--- src/rtl/exc_sequencer_pkg.sv ---
// Shared types and constants for the exception sequencer.
// Latency: n/a (declarations only).
// Backpressure: n/a.
// Contents: FSM state enum, pc_sel and cause encodings, exception vector addresses,
// and a helper that maps a cause to its vector pc_sel code.
package exc_sequencer_pkg;

  typedef enum logic [2:0] {
    ST_RUN    = 3'd0,
    ST_DRAIN  = 3'd1,
    ST_VECTOR = 3'd2,
    ST_KERNEL = 3'd3,
    ST_RETURN = 3'd4
  } state_e;

  typedef enum logic [1:0] {
    PCSEL_NORMAL = 2'b00,
    PCSEL_EPC    = 2'b01,
    PCSEL_IRQ    = 2'b10,
    PCSEL_UNDEF  = 2'b11
  } pc_sel_e;

  typedef enum logic [1:0] {
    CAUSE_NONE  = 2'b00,
    CAUSE_IRQ   = 2'b01,
    CAUSE_UNDEF = 2'b10
  } cause_e;

  // Fetch addresses selected by PCSEL_IRQ / PCSEL_UNDEF in the PC mux.
  localparam logic [31:0] IRQ_VECTOR   = 32'h8000_0004;
  localparam logic [31:0] UNDEF_VECTOR = 32'h8000_0008;

  function automatic pc_sel_e vector_sel(input cause_e c);
    return (c == CAUSE_IRQ) ? PCSEL_IRQ : PCSEL_UNDEF;
  endfunction

endpackage

--- src/rtl/sync2.sv ---
// Two-flop synchroniser for a level signal entering the clk domain.
// Latency: 2 clk edges from d_i to q_o.
// Backpressure: none, free-running.
// Ports: clk/rst (async active-high), d_i asynchronous level in, q_o synchronised level out.
module sync2 (
  input  logic clk,
  input  logic rst,
  input  logic d_i,
  output logic q_o
);

  logic meta_q;
  logic sync_q;

  always_ff @(posedge clk or posedge rst) begin
    if (rst) begin
      meta_q <= 1'b0;
      sync_q <= 1'b0;
    end else begin
      meta_q <= d_i;
      sync_q <= meta_q;
    end
  end

  assign q_o = sync_q;

endmodule

--- src/rtl/exc_sequencer.sv ---
// Exception sequencer: accepts IRQ / undefined-instruction events at ID, drains MEM,
// vectors fetch, runs the handler in kernel mode and returns via epc.
// Latency: acceptance to vector = 2 cycles + mem_busy cycles seen in DRAIN.
// Backpressure: holds in DRAIN while mem_busy; acceptance deferred by br_flush_ex.
// Ports: clk/reset; irq_in (async), undef_in, id_valid, id_pc, br_flush_ex, mem_busy,
// kret_in in; kernel, epc, cause, pc_sel, stall_pc, flush_id, flush_if, exc_count out.
module exc_sequencer
  import exc_sequencer_pkg::*;
(
  input  logic        clk,
  input  logic        reset,
  input  logic        irq_in,
  input  logic        undef_in,
  input  logic        id_valid,
  input  logic [31:0] id_pc,
  input  logic        br_flush_ex,
  input  logic        mem_busy,
  input  logic        kret_in,
  output logic        kernel,
  output logic [31:0] epc,
  output logic [1:0]  cause,
  output logic [1:0]  pc_sel,
  output logic        stall_pc,
  output logic        flush_id,
  output logic        flush_if,
  output logic [15:0] exc_count
);

  logic        irq_sync;

  state_e      state_q, state_d;
  logic        irq_pend_q, irq_pend_d;
  logic        kernel_q, kernel_d;
  logic [31:0] epc_q, epc_d;
  cause_e      cause_q, cause_d;
  logic [15:0] exc_count_q, exc_count_d;
  logic        accept;

  sync2 u_irq_sync (
    .clk (clk),
    .rst (reset),
    .d_i (irq_in),
    .q_o (irq_sync)
  );

  // Events are only taken against a real instruction that is not being squashed
  // by a branch; a squashed slot would otherwise save a wrong-path PC in epc.
  always_comb begin
    accept = (state_q == ST_RUN) & id_valid & ~br_flush_ex & (irq_pend_q | undef_in);
  end

  always_comb begin
    state_d     = state_q;
    kernel_d    = kernel_q;
    epc_d       = epc_q;
    cause_d     = cause_q;
    exc_count_d = exc_count_q;
    // Pending IRQ is sticky: it survives KERNEL and RETURN until accepted.
    irq_pend_d  = irq_pend_q | irq_sync;

    case (state_q)
      ST_RUN: begin
        if (accept) begin
          state_d     = ST_DRAIN;
          exc_count_d = exc_count_q + 16'd1;
          if (irq_pend_q) begin
            // IRQ wins; the interrupted instruction re-executes on return.
            epc_d      = id_pc;
            cause_d    = CAUSE_IRQ;
            irq_pend_d = 1'b0;
          end else begin
            // Undef skips the faulting instruction on return.
            epc_d   = id_pc + 32'd4;
            cause_d = CAUSE_UNDEF;
          end
        end
      end
      ST_DRAIN: begin
        if (!mem_busy) begin
          state_d = ST_VECTOR;
        end
      end
      ST_VECTOR: begin
        state_d  = ST_KERNEL;
        kernel_d = 1'b1;
      end
      ST_KERNEL: begin
        if (kret_in) begin
          state_d  = ST_RETURN;
          kernel_d = 1'b0;
          cause_d  = CAUSE_NONE;
        end
      end
      ST_RETURN: begin
        // One mandatory RUN-side cycle with no acceptance so the returned-to
        // instruction always makes progress before the next event.
        state_d = ST_RUN;
      end
      default: begin
        state_d = ST_KERNEL;
      end
    endcase
  end

  always_ff @(posedge clk or posedge reset) begin
    if (reset) begin
      state_q     <= ST_KERNEL;
      irq_pend_q  <= 1'b0;
      kernel_q    <= 1'b1;
      epc_q       <= 32'd0;
      cause_q     <= CAUSE_NONE;
      exc_count_q <= 16'd0;
    end else begin
      state_q     <= state_d;
      irq_pend_q  <= irq_pend_d;
      kernel_q    <= kernel_d;
      epc_q       <= epc_d;
      cause_q     <= cause_d;
      exc_count_q <= exc_count_d;
    end
  end

  // Pipeline controls are decoded from the state; the acceptance and kret
  // cycles need them in the same cycle, so they are not registered.
  always_comb begin
    pc_sel   = PCSEL_NORMAL;
    stall_pc = 1'b0;
    flush_id = 1'b0;
    flush_if = 1'b0;
    case (state_q)
      ST_RUN: begin
        if (accept) begin
          stall_pc = 1'b1;
          flush_id = 1'b1;
        end
      end
      ST_DRAIN: begin
        stall_pc = 1'b1;
        flush_id = 1'b1;
      end
      ST_VECTOR: begin
        pc_sel   = vector_sel(cause_q);
        flush_if = 1'b1;
        flush_id = 1'b1;
      end
      ST_KERNEL: begin
        if (kret_in) begin
          pc_sel   = PCSEL_EPC;
          flush_if = 1'b1;
        end
      end
      default: begin
      end
    endcase
  end

  assign kernel    = kernel_q;
  assign epc       = epc_q;
  assign cause     = cause_q;
  assign exc_count = exc_count_q;

endmodule

--- config.mk ---
export PLATFORM = sky130hd
export DESIGN_NAME = exc_sequencer
export DESIGN_NICKNAME = d
export VERILOG_FILES = /design/src/rtl/exc_sequencer_pkg.sv /design/src/rtl/sync2.sv /design/src/rtl/exc_sequencer.sv
export SDC_FILE = /design/constraint.sdc
export NUM_CORES = 1
export LEC_CHECK = 0
export BUFFER_PORTS_ARGS = -buffer_cell sky130_fd_sc_hd__buf_4
export CAP_MARGIN = 25
export CELL_PAD_IN_SITES_DETAIL_PLACEMENT = 2
export CELL_PAD_IN_SITES_GLOBAL_PLACEMENT = 2
export CORE_MARGIN = 4
export CORE_UTILIZATION = 29
export CTS_CLUSTER_DIAMETER = 50
export CTS_CLUSTER_SIZE = 20
export DETAILED_ROUTE_END_ITERATION = 8
export PLACE_DENSITY = 0.89
export SYNTH_ARGS = -nofsm -noshare
export SYNTH_HDL_FRONTEND = slang
export SYNTH_SLANG_ARGS = --single-unit
--- constraint.sdc ---
create_clock -name clk -period 3.8 [get_ports clk]
set_clock_uncertainty 0.15 [all_clocks]
set_input_delay 1.14 -clock clk [delete_from_list [all_inputs] [get_ports clk]]
set_output_delay 1.14 -clock clk [all_outputs]
set_load 0.1 [all_outputs]
==> results.json <==
{
  "status": "completed",
  "place_area_um2": 3730,
  "critPathSlowestCell": "or3_1",
  "reg2reg_depth": 6,
  "async_reset_ff_share_pct": 100,
  "netlist_top_cells_count": "nand2_1 (57), dfrtp_1 (54), o21ai_0 (34)",
  "dieHeight_um": 107,
  "drc": 0,
  "clockRootBuffer": "clkbuf_8",
  "nets": 443,
  "fillers": 1074,
  "path_delay_family": "simple AND/OR/NAND/NOR gates",
  "yosysSeqAreaShare_pct": 50.4,
  "ys_warn_count": 0,
  "synth-edff-count": 0,
  "setup_tns_ps": 0,
  "area_growth_pct": 38.3,
  "grt-ovfl-total": 0,
  "required_ps": 2510,
  "worst_pin_slew_ps": 747,
  "setup_viol": 0,
  "hold_path_class": "reg -> reg",
  "cts_buffers": 9,
  "cpPeakStageDelay_ps": 540,
  "cp.arrival_ps": 2170,
  "wl_mm": 8.98,
  "start_util_pct": 30.3,
  "grt_pass1_vias": 2892,
  "avgSynthCellArea_um2": 9.39,
  "vias_per_cell": 4.87,
  "cts_resized": 0,
  "dr.first_iter.drc_count": 62,
  "max-cap-violations": 0,
  "cts_setup_buffers": 0,
  "clock_latency_ps": 330,
  "synth_top_area_share_pct": 47.6,
  "endpoint_kind": "primary output",
  "cp_max_fo": 7,
  "synth_cell_types": 36,
  "antenna_found_initial": 0,
  "cts.path.max_buffers": 2,
  "dr.pass1.iters": 4,
  "drv_slew": 0,
  "hold_buffers": 0,
  "gp_congestion": 0.796,
  "grt_max_degree": 58,
  "crit_path_start_kind": "flop",
  "h-tree-depth": 3,
  "crit_type": "reg -> out",
  "detail_route.wl_per_cell_um": 16.8,
  "ant_nets": 0,
  "relSlewSlack_pct": 49.7,
  "stdcell_area_um2": 3920,
  "synth_cells": 302,
  "die-area_um2": 11400,
  "num_vias": 2599,
  "holdWs_ps": 210,
  "yosysTopAreaCell": "dfrtp_1",
  "cts_tree": "built",
  "finalHoldViolCount": 0,
  "cp.depth": 4,
  "drive_gt1_share_pct": 31.4,
  "syn_nets": 344,
  "grt_pass1_wl_mm": 14.7,
  "clk_pin_slew_ps": 70,
  "rsz0062_at_grt": "false",
  "post-route-period-util_pct": 91.1,
  "io_buffers": 95,
  "grt_use_total_pct": 16.2,
  "min_period_ps": 3460,
  "ys_seq_elements": 57,
  "synth.most_common_cell": "nand2_1",
  "ios": 96,
  "netlist_area_um2": 2840,
  "worst-path-buf-inv": 1,
  "die_w_um": 107,
  "place_hpwl_mm": 6.96,
  "synth_ff_type": "dfrtp_1",
  "cts_sinks": 57,
  "synth_area_leaders": "dfrtp_1 (48%), xor2_1 (7.7%), nand2_1 (7.5%)",
  "insertedDiodeCount": 0,
  "num_rows": 35,
  "holdPathStages": 0,
  "core_um2": 9370,
  "fmax_mhz": 289,
  "path_cells": "or3_1 > or3_4 > o21ai_2 > buf_4"
}
cells by family after synthesis:
kind of cell / Yosys count / synth area share (%)
buf+inv: 18 / 2.96
fa+ha+maj: 2 / 0.882
simple gates: 136 / 23.5
xor+xnor: 45 / 13.9
compound gates: 43 / 8.03
flops: 57 / 50.4
mux: 1 / 0.353
metal layers:
| layer | vias up | routed length [um] | track usage, % |
|---|---|---|---|
| met4 | 0 | 89 | 4.75 |
| met2 | 55 | 4860 | 28.9 |
| met5 | - | 0 | 0 |
| met1 | 1316 | 3730 | 19.6 |
| met3 | 6 | 297 | 3.61 |
| li1 | 1222 | - | - |
path summary, 6_finish.rpt:
kind,start,endpoint,slack [ps]
hold / removal,u_irq_sync.meta_q,u_irq_sync.q_o,210
hold reg to reg,u_irq_sync.meta_q,u_irq_sync.q_o,210
setup reg to reg,state_q[2],exc_count[15],920
min in group asynchronous,reset,exc_count[15],880
setup / recovery,state_q[2],stall_pc,340
max in group asynchronous,reset,epc[24],2130
area by class of cell:
cell class	count	area, um^2	share of cell area (%)
multi-input cells	227	1360	34.7
inverters	6	22.5	0.574
flip-flops and latches	57	1430	36.5
clock buffers	12	155	3.96
well taps	129	161	4.11
clock inverters	3	40.0	1.02
repair buffers	100	751	19.1
layout by cell type (no fill, tap or decap), types with 11 or more instances in the layout:
cell type and count:
buf_4 100, nand2_1 57, dfrtp_1 54, o21ai_0 32
xor2_1 25, nor2_1 21, xnor2_1 20, nand4_1 12
nand3_1 11, clkbuf_8 11
registers in the layout, summed over array words and instances (netlist names):
name,cells
cause,2
epc,32
exc_count,16
irq_pend_q,1
kernel,1
state_q,3
u_irq_sync.meta_q,1
u_irq_sync.q_o,1
through the flow:
stage,util (%),worst slack (ps),cells
3_5_place_dp,39.8,342,519
2_1_floorplan,-,-132,302
5_1_grt,41.9,261,534
3_3_place_gp,39.8,376,519
6_report,41.9,338,534
4_1_cts,41.9,316,534
Power is left out: the tool's default activity adds up to more than one toggle a clock period on the data nets, which glitch-free logic cannot reach.
